===== config.mk =====
export PLATFORM = sky130hd
export DESIGN_NAME = exe_stage
export DESIGN_NICKNAME = d
export VERILOG_FILES = /design/src/rtl/exe_stage.sv
export SDC_FILE = /design/constraint.sdc
export NUM_CORES = 1
export LEC_CHECK = 0
export ABC_AREA = 1
export BUFFER_PORTS_ARGS = -buffer_cell sky130_fd_sc_hd__clkbuf_2
export CORE_AREA = 5 5 215 217
export CTS_BUF_LIST = sky130_fd_sc_hd__clkbuf_8
export CTS_CLUSTER_DIAMETER = 30
export DETAILED_ROUTE_END_ITERATION = 7
export DIE_AREA = 0 0 220 222
export PLACE_DENSITY = 0.67
export REMOVE_ABC_BUFFERS = 1
export SETUP_SLACK_MARGIN = 0.15
export SYNTH_ARGS = -nofsm -noshare
export SYNTH_HDL_FRONTEND = slang
export SYNTH_SLANG_ARGS = --single-unit

===== constraint.sdc =====
create_clock -name clk -period 12 [get_ports clk]
set_clock_uncertainty 0.05 [all_clocks]
set_input_delay 0.6 -clock clk [delete_from_list [all_inputs] [get_ports clk]]
set_output_delay 0.6 -clock clk [all_outputs]
set_load 0.01 [all_outputs]

===== src/rtl/exe_stage.sv =====
// Execute stage: latches the decode bundle, drives the ALU/multiplier operands, runs a
// 32-step restoring divider, issues data SRAM requests and forwards a hazard record.
// Latency: 1 cycle for non-divide ops; 34 cycles for divide ops (enter, 32 steps, done).
// Backpressure: holds the bundle and result while mem_allowin is low; ex_allowin is 0 while busy.
// Ports: clk/resetn (sync, active-low); id_to_ex_* in from decode, ex_allowin back to decode;
//        ex_to_mem_* out to memory stage, mem_allowin back; alu_*/mul_* operand and result
//        links to the shared ALU and external multiplier; data_sram_* request; ex_rf_zip forward.
module exe_stage (
  input  logic         clk,
  input  logic         resetn,
  output logic         ex_allowin,
  input  logic         id_to_ex_valid,
  input  logic [160:0] id_to_ex_wire,
  input  logic         mem_allowin,
  output logic         ex_to_mem_valid,
  output logic [108:0] ex_to_mem_wire,
  output logic [11:0]  alu_op,
  output logic [31:0]  alu_src1,
  output logic [31:0]  alu_src2,
  input  logic [31:0]  alu_result,
  output logic [2:0]   mul_op,
  output logic [31:0]  mul_src1,
  output logic [31:0]  mul_src2,
  output logic         data_sram_en,
  output logic [3:0]   data_sram_we,
  output logic [31:0]  data_sram_addr,
  output logic [31:0]  data_sram_wdata,
  output logic [38:0]  ex_rf_zip
);

  localparam int ID_TO_EX_WIDTH  = 161;
  localparam int EX_TO_MEM_WIDTH = 109;

  typedef enum logic [1:0] {DIV_IDLE, DIV_CALC, DIV_DONE} div_state_t;

  logic                      ex_valid;
  logic                      ex_ready_go;
  logic [ID_TO_EX_WIDTH-1:0] id_r;

  // Decoded fields of the latched bundle
  logic        rf_we;
  logic [4:0]  rf_waddr;
  logic [31:0] pc;
  logic [31:0] rkd_value;
  logic        ld_b, ld_bu, ld_h, ld_hu, ld_w, st_b, st_h, st_w;
  logic [2:0]  mul_op_r;
  logic        div_w, mod_w, div_wu, mod_wu;

  assign {rf_we, rf_waddr, pc, alu_op, alu_src1, alu_src2, rkd_value,
          ld_b, ld_bu, ld_h, ld_hu, ld_w, st_b, st_h, st_w,
          mul_op_r, div_w, mod_w, div_wu, mod_wu} = id_r;

  logic div_any, div_signed, res_from_mem, mem_any;
  assign div_any      = div_w | mod_w | div_wu | mod_wu;
  assign div_signed   = div_w | mod_w;
  assign res_from_mem = ld_b | ld_bu | ld_h | ld_hu | ld_w;
  assign mem_any      = res_from_mem | st_b | st_h | st_w;

  // ---------------------------------------------------------------------------
  // Pipeline handshake
  // ---------------------------------------------------------------------------
  logic div_done;

  assign ex_ready_go     = ~div_any | div_done;
  assign ex_allowin      = ~ex_valid | (ex_ready_go & mem_allowin);
  assign ex_to_mem_valid = ex_valid & ex_ready_go;

  always_ff @(posedge clk) begin
    if (!resetn) begin
      ex_valid <= 1'b0;
    end else if (ex_allowin) begin
      ex_valid <= id_to_ex_valid;
    end
  end

  // Data bundle carries no reset; ex_valid qualifies it.
  always_ff @(posedge clk) begin
    if (id_to_ex_valid && ex_allowin) begin
      id_r <= id_to_ex_wire;
    end
  end

  // ---------------------------------------------------------------------------
  // Iterative divider
  // ---------------------------------------------------------------------------
  div_state_t  div_state, div_state_nxt;
  logic        div_start;
  logic [5:0]  div_cnt;
  logic [31:0] div_rem;   // partial remainder
  logic [31:0] div_quo;   // dividend bits shift out of the top, quotient bits shift in at the bottom
  logic [31:0] div_dvs;
  logic        q_neg, r_neg;

  logic [31:0] src1_abs, src2_abs;
  assign src1_abs = alu_src1[31] ? (32'd0 - alu_src1) : alu_src1;
  assign src2_abs = alu_src2[31] ? (32'd0 - alu_src2) : alu_src2;

  // The 33-bit partial remainder of a step is {div_rem[31], step_lo}. Because the true
  // difference always fits in 32 bits, a modulo-2^32 subtract is exact whenever the
  // carry bit or the compare says the divisor fits.
  logic [31:0] step_lo, step_diff;
  logic        step_ge;
  assign step_lo   = {div_rem[30:0], div_quo[31]};
  assign step_ge   = div_rem[31] | (step_lo >= div_dvs);
  assign step_diff = step_lo - div_dvs;

  always_ff @(posedge clk) begin
    if (!resetn) begin
      div_state <= DIV_IDLE;
    end else begin
      div_state <= div_state_nxt;
    end
  end

  always_comb begin
    div_state_nxt = div_state;
    div_start     = 1'b0;
    unique case (div_state)
      DIV_IDLE: begin
        if (ex_valid && div_any) begin
          div_state_nxt = DIV_CALC;
          div_start     = 1'b1;
        end
      end
      DIV_CALC: begin
        if (div_cnt == 6'd31) begin
          div_state_nxt = DIV_DONE;
        end
      end
      DIV_DONE: begin
        if (mem_allowin) begin
          div_state_nxt = DIV_IDLE;
        end
      end
      default: div_state_nxt = DIV_IDLE;
    endcase
  end

  assign div_done = (div_state == DIV_DONE);

  always_ff @(posedge clk) begin
    if (!resetn) begin
      div_cnt <= 6'd0;
      div_rem <= 32'd0;
      div_quo <= 32'd0;
      div_dvs <= 32'd0;
      q_neg   <= 1'b0;
      r_neg   <= 1'b0;
    end else if (div_start) begin
      div_cnt <= 6'd0;
      div_rem <= 32'd0;
      if (alu_src2 == 32'd0) begin
        // A zero divisor run on the raw dividend without sign fix-up naturally yields
        // an all-ones quotient and the dividend as remainder.
        div_quo <= alu_src1;
        div_dvs <= 32'd0;
        q_neg   <= 1'b0;
        r_neg   <= 1'b0;
      end else if (div_signed) begin
        div_quo <= src1_abs;
        div_dvs <= src2_abs;
        q_neg   <= alu_src1[31] ^ alu_src2[31];
        r_neg   <= alu_src1[31];
      end else begin
        div_quo <= alu_src1;
        div_dvs <= alu_src2;
        q_neg   <= 1'b0;
        r_neg   <= 1'b0;
      end
    end else if (div_state == DIV_CALC) begin
      div_cnt <= div_cnt + 6'd1;
      div_rem <= step_ge ? step_diff : step_lo;
      div_quo <= {div_quo[30:0], step_ge};
    end
  end

  logic [31:0] quo_fix, rem_fix, div_result;
  assign quo_fix    = q_neg ? (32'd0 - div_quo) : div_quo;
  assign rem_fix    = r_neg ? (32'd0 - div_rem) : div_rem;
  assign div_result = (div_w | div_wu) ? quo_fix : rem_fix;

  // ---------------------------------------------------------------------------
  // Multiplier, memory request, outputs
  // ---------------------------------------------------------------------------
  assign mul_op   = ex_valid ? mul_op_r : 3'b000;
  assign mul_src1 = alu_src1;
  assign mul_src2 = alu_src2;

  // Request fires only in the hand-off cycle, so a stalled instruction issues once.
  assign data_sram_en   = ex_valid & ex_ready_go & mem_allowin & mem_any;
  assign data_sram_addr = alu_result;

  always_comb begin
    data_sram_we    = 4'b0000;
    data_sram_wdata = rkd_value;
    if (ex_valid) begin
      if (st_b) begin
        data_sram_we    = 4'b0001 << alu_result[1:0];
        data_sram_wdata = {4{rkd_value[7:0]}};
      end else if (st_h) begin
        data_sram_we    = alu_result[1] ? 4'b1100 : 4'b0011;
        data_sram_wdata = {2{rkd_value[15:0]}};
      end else if (st_w) begin
        data_sram_we    = 4'b1111;
      end
    end
  end

  logic [EX_TO_MEM_WIDTH-1:0] out_bundle;
  assign out_bundle = {rf_we, rf_waddr, pc, alu_result,
                       ld_b, ld_bu, ld_h, ld_hu, ld_w,
                       |mul_op_r, div_any, div_result};
  assign ex_to_mem_wire = out_bundle;

  assign ex_rf_zip = {rf_we & ex_valid, res_from_mem, rf_waddr, alu_result};

endmodule

==> results of run 1 <==
cells by family after synthesis:
group,after synthesis,share of synthesized area
AOI/OAI and AO/OA,368,0.1101
DFF,268,0.3779
muxes,8,0.004879
buffers and inverters,637,0.1944
adders and majority gates,38,0.02616
xor gates and xnor gates,45,0.02135
and+or+nand+nor,1077,0.2652
power by group through the flow:
stage / Clock, mW / Combinational, mW / Sequential, mW
finish: 1.40 / 4.05 / 1.26
global placement: 0 / 3.92 / 1.27
detailed placement: 0 / 3.94 / 1.27
floorplan: 0 / 2.91 / 1.23
CTS: 1.42 / 3.96 / 1.25
global route: 1.48 / 4.46 / 1.27
critical path, delay by kind of cell, from the launching register on:
kind	cells	cell delay, ns
flip-flops	1	1.05
buffers and inverters	2	0.78
AO/OA/AOI/OAI	1	0.24
AND/OR/NAND/NOR	3	0.60
flip-flops by register name (all words and copies together) (netlist names), 2 cells and up:
register	cells
div_dvs	32
div_cnt	6
id_r	161
div_state	2
div_rem	32
div_quo	32
path summary, 6_finish.rpt:
path | to | start | slack [ns]
setup reg to reg | div_quo[30] | id_r[3] | 8.58
setup / recovery | ex_to_mem_wire[22] | r_neg | 8.03
hold / removal | id_r[24] | id_to_ex_wire[24] | 0.07
hold reg to reg | div_quo[24] | div_quo[24] | 0.41
layer usage:
| metal | GRT usage | part of all wire |
|---|---|---|
| met1 | 0.3599 | 0.42 |
| met2 | 0.3967 | 0.43 |
| met3 | 0.1057 | 0.12 |
| met4 | 0.06684 | 0.022 |
| met5 | 0.02020 | 0.0016 |
layout by cell type (no fill, tap or decap), drive strengths merged, types with 3 or more instances in the layout:
| cell type | instances |
|---|---|
| o21ai | 164 |
| or2 | 4 |
| nor3b | 3 |
| o32ai | 4 |
| ha | 37 |
| bufinv | 12 |
| nand3 | 197 |
| nand4 | 31 |
| o221a | 7 |
| a21oi | 151 |
| xor2 | 27 |
| dfxtp | 107 |
| nor4 | 9 |
| nor2 | 190 |
| mux2 | 8 |
| inv | 279 |
| clkinv | 23 |
| nand3b | 8 |
| nor3 | 52 |
| nand2 | 579 |
| o21bai | 5 |
| clkbuf | 518 |
| clkinvlp | 9 |
| buf | 8 |
| a31oi | 5 |
| o31ai | 5 |
| xnor2 | 18 |
| o22ai | 18 |
| edfxtp | 161 |
final cells by class:
cell class,count,area (µm²)
tap,592,740.7
antenna,2,5.005
inverter,276,1039
fill,4422,23280
sequential,268,6977
clock buffer,80,1101
multi-input combinational,1536,7914
clock inverter,47,609.3
timing repair buffer,446,2265
==> impl_metrics.ini, run 1 <==
[drt]
wirelength_mm = 67.47
drtIter0Drc = 1697
drc_errors = 0
first_pass_iters = 6
vias = 17235
postRouteAntennaNets = 0
routedWlPerCell_um = 20.78
via_per_inst = 5.308

[power]
sw_frac_of_total = 0.5075
power_density_nw_per_um2 = 324.4
p_switching_mw = 3.400
irDropWorstVdd_v = 0.0002816
clkPwrFrac = 0.208
pwr-share-seq = 0.188
p_leak_nw = 9.653
p_int_mw = 3.299
comb_power_share = 0.604
p_total_mw = 6.698

[yosys]
synth_edf_count = 161
synth_most_common_cell = nand2_1
yosysTopAreaCellShare = 0.2618
async_flop_share = 0
yosys_register_bits = 268
synthTopCellsByCount = 561 x nand2_1, 296 x buf_4, 253 x inv_1
syn-cell-area_um2 = 18460
ys_seq_area_frac = 0.3779
yosysUniqueCellTypes = 54
synth_flop_cell = edfxtp_1
avgSynthCellArea_um2 = 7.564
yosys.area.top_type = edfxtp_1
yosys-top-cells-area = edfxtp_1 26%, buf_4 12%, dfxtp_1 12%
ys_warn_count = 0
netlist_instances = 2441

[sta]
fin_crit_ns = 3.973
tns_ns = 0
finalSetupViolations = 0
finalHoldViolations = 0
rsz0062_at_grt = no
tightest_slew_ns = 1.301
relSlewSlack = 0.1316
whs_ns = 0.06581
fin_crit_sh = 0.3311
slew_violations = 0
setup_ws_ns = 8.027
max_freq_mhz = 251.7

[floorplan]
num_rows = 77
initial_core_util = 0.4203
core_region_area_um2 = 43930
io_pins = 559
die_area_um2 = 48840
dieHeight_um = 222
die_w_um = 220

[clock_network]
numCtsBuffers = 71
cts_resized = 0
cts_hold_buf = 0
htree_levels = 3
clock-sinks = 268
cts.clk_slew.worst_paths_ns = 0.06
cts_tree = done
root_buffer = clkbuf_8
clk_latency_ns = 0.65
postCtsSetupBuffers = 0
clk_path_buf_depth = 3

[global_route]
grt_pass1_wl_mm = 99.59
antenna_found_initial = 7
grt_max_degree = 159
grt_remaining_overflow = 0
grt_util_all_layers = 0.2659
grt_pass1_vias = 16529

[place]
place_inst = 3118
portBuffers = 438
placed_cell_area_um2 = 18930
gp_congestion = 0.9821
place_hpwl_mm = 53.73
post-place-ws_ns = 8.614

[layout]
area_delta_synth_final_pct = 11.84
fin_cells = 3247
drive_above_1_share = 0.2612
fin_util = 0.4700
nets = 2834
fin_area_um2 = 20650

[critical_path]
path_max_fanout = 33
worstSetupEndpointType = output pin
worstPathArrival_ns = 3.32
cp_slowest_cell = dfxtp_1
slowest_delay_ns = 1.05
worstRegToRegCells = 11
crit_required_ns = 11.35
cp-start-kind = flop
criticalPathCategory = reg -> out
path_cells = inv_1 -> or2_2 -> nand3_1 -> nor2_1 -> o21ai_1 -> clkbuf_2

[worst_hold_path]
worstHoldPathType = in -> reg
holdPathStages = 1

[outcome]
status = finished, final reports clean

[job]
cap_violations = 0
(Power assumes the default switching activity.)
==> inputs of run 2 (changes only) <==
--- a/config.mk
+++ b/config.mk
@@ -5,14 +5,13 @@
 export SDC_FILE = /design/constraint.sdc
 export NUM_CORES = 1
 export LEC_CHECK = 0
-export ABC_AREA = 1
+export ABC_AREA = 0
 export BUFFER_PORTS_ARGS = -buffer_cell sky130_fd_sc_hd__clkbuf_2
-export CORE_AREA = 5 5 215 217
+export CORE_AREA = 5 5 216 218
 export CTS_BUF_LIST = sky130_fd_sc_hd__clkbuf_8
 export CTS_CLUSTER_DIAMETER = 30
 export DETAILED_ROUTE_END_ITERATION = 7
-export DIE_AREA = 0 0 220 222
-export PLACE_DENSITY = 0.67
+export DIE_AREA = 0 0 221 223
 export REMOVE_ABC_BUFFERS = 1
 export SETUP_SLACK_MARGIN = 0.15
 export SYNTH_ARGS = -nofsm -noshare
==> constraint.sdc (replaced) <==
create_clock -name clk -period 3.65 [get_ports clk]
set_clock_uncertainty 0.05 [all_clocks]
set_input_delay 0.1825 -clock clk [delete_from_list [all_inputs] [get_ports clk]]
set_output_delay 0.1825 -clock clk [all_outputs]
set_load 0.01 [all_outputs]
==> impl_metrics.ini, run 2 <==
[outcome]
status = finished, final reports clean

[clock_network]
cts_tree = done
root_buffer = clkbuf_8
numCtsBuffers = 72
cts.clk_slew.worst_paths_ns = 0.06
clock-sinks = 268
clk_path_buf_depth = 3
htree_levels = 3
clk_latency_ns = 0.64

[yosys]
yosysUniqueCellTypes = 72
yosysTopAreaCellShare = 0.2919
synth_flop_cell = edfxtp_1
yosys-top-cells-area = edfxtp_1 29%, buf_4 13%, dfxtp_1 13%
synthTopCellsByCount = 295 x buf_4, 163 x nand2_1, 161 x edfxtp_1
synth_edf_count = 161
syn-cell-area_um2 = 16560
synth_top_family_by_area = buffers and inverters
yosys.area.top_type = edfxtp_1
synth_mux_area_frac = 0.03097
ys_seq_area_frac = 0.4212
synth_compound_area_frac = 0.1575
async_flop_share = 0
yosys_register_bits = 268
ys_warn_count = 0
synthAdderAreaFrac = 0.02916
avgSynthCellArea_um2 = 9.448
synth_xor_area_frac = 0.07562
netlist_instances = 1753
synth_most_common_cell = buf_4
synthSimpleGateAreaFrac = 0.1228

[layout]
nets = 2373
largest_reg_flops = 161
layout_common_cells = 433 x clkbuf_2, 165 x dlygate4sd3_1, 161 x edfxtp_1, 160 x nand2_1, 113 x a21oi_1
area_delta_synth_final_pct = 27.67
fill_cells = 4218
fin_area_um2 = 21150
regMostFlops = id_r
drive_above_1_share = 0.3204
final_common_cell = clkbuf_2

[critical_path]
crit_required_ns = 3.42
worstSetupEndpointType = output pin
worstPathArrival_ns = 3.27
cp-start-kind = flop
path_max_fanout = 7
criticalPathCategory = reg -> out

[global_route]
grt_util_all_layers = 0.2420
antenna_found_initial = 2
grt_pass1_wl_mm = 91.56
grt_pass1_vias = 14813
grt_remaining_overflow = 0
grt_max_degree = 61

[power]
irDropWorstVdd_v = 0.0004739
power_density_nw_per_um2 = 532.3
p_total_mw = 11.25
p_leak_nw = 8.988

[drt]
routedWlPerCell_um = 22.53
drtIter0Drc = 1088
wirelength_mm = 63.03
postRouteAntennaNets = 0
vias = 14581
drc_errors = 0
via_per_inst = 5.211
first_pass_iters = 5

[floorplan]
io_pins = 559
initial_core_util = 0.3705
die_w_um = 221
dieHeight_um = 223
num_rows = 78
core_region_area_um2 = 44700
die_area_um2 = 49280

[sta]
finalHoldViolations = 0
fin_crit_ns = 3.499
finalSetupViolations = 0
rsz0062_at_grt = yes
fin_crit_sh = 0.9587
max_freq_mhz = 285.8
tightest_slew_ns = 1.096
slew_violations = 0
relSlewSlack = 0.2678

[worst_hold_path]
worstHoldPathType = in -> reg

[place]
placed_cell_area_um2 = 17570
place_hpwl_mm = 45.83
gp_congestion = 0.9686
portBuffers = 438

[job]
cap_violations = 0
==> run 2: changes by cell type after synthesis, sizes merged, moves of 22 or more <==
cell	delta
xor2	+47
a22o	+22
nor3	-34
nand3	-158
nand2	-415
o31ai	+23
o21ai	-43
nor2	-111
xnor2	+51
or4	+24
clkbuf	+26
a21oi	-37
mux2i	+31
inv	-218
==> run 2: area by class of cell <==
cell class	instances	area (µm²)	area share
antenna	1	2.502	0.0001183
clock buffer	81	1115	0.05272
clock inverter	52	491.7	0.02325
inverter	53	198.9	0.009408
multi-input combinational	1065	7114	0.3364
sequential	268	6995	0.3308
tap	600	750.7	0.03550
timing repair buffer	678	4477	0.2117
==> run 2: routing by layer <==
layer	vias to the layer above	GRT usage	part of all wire
met5	-	0.02248	0.0015
met4	2	0.09524	0.036
met3	127	0.1217	0.13
met2	791	0.3555	0.42
met1	6891	0.3025	0.41
li1	6770	-	-
==> run 2: worst paths after layout <==
path                     startpoint            endpoint  slack [ns]  cells past startpoint
setup / recovery        div_rem[13]  ex_to_mem_wire[28]        0.15                     11
hold reg to reg          div_cnt[1]          div_cnt[1]        0.43                      2
hold / removal    id_to_ex_wire[59]            id_r[59]        0.22                      2
setup reg to reg         div_dvs[1]         div_rem[31]        0.24                     11
==> run 2: worst max-delay path: stages (launching register included) <==
cell	delay, ns
dfxtp_1	0.32
buf_6	0.14
or4_4	0.56
nor2_4	0.14
buf_4	0.12
nand4b_1	0.14
or4_4	0.47
o21ai_4	0.16
xnor2_2	0.16
nand2_1	0.12
o21ai_2	0.13
buf_2	0.17
==> run 2: what timing repair did <==
item                                    CTS  global route
setup buffers                             9             5
gates resized for setup                  43            17
endpoints found under the setup margin   10            15
hold buffers                            165             0
hold endpoints to repair                164             0
gates cloned                              0             1
pin swaps                                13             6
==> run 2: power breakdown <==
| group | switching, mW | internal (mW) | leakage (nW) |
|---|---|---|---|
| combinational | 1.81 | 1.42 | 5.71 |
| clock | 1.64 | 2.69 | 0.865 |
| sequential | 0.245 | 3.45 | 2.41 |
==> run 2: stage by stage <==
step                utilization  hold WS (ns)  setup TNS (ns)  instances  worst slack [ns]
floorplan                     -        0.2314         -672.90       1385            -3.813
global placement         0.3930        0.3088               0       2484            0.1572
detailed placement       0.3930        0.3111               0       2484            0.1576
CTS                      0.4707        0.1478               0       2791           0.09996
global route             0.4731        0.1862               0       2798           0.03553
finish                   0.4731        0.2230               0       2798            0.1506
==> run 2: cell families after synthesis <==
group	Yosys count
XOR/XNOR	143
AO/OA/AOI/OAI	418
adder cells (fa/ha/maj)	38
flip-flops	268
multiplexers	49
buffers and inverters	421
AND/OR/NAND/NOR	416
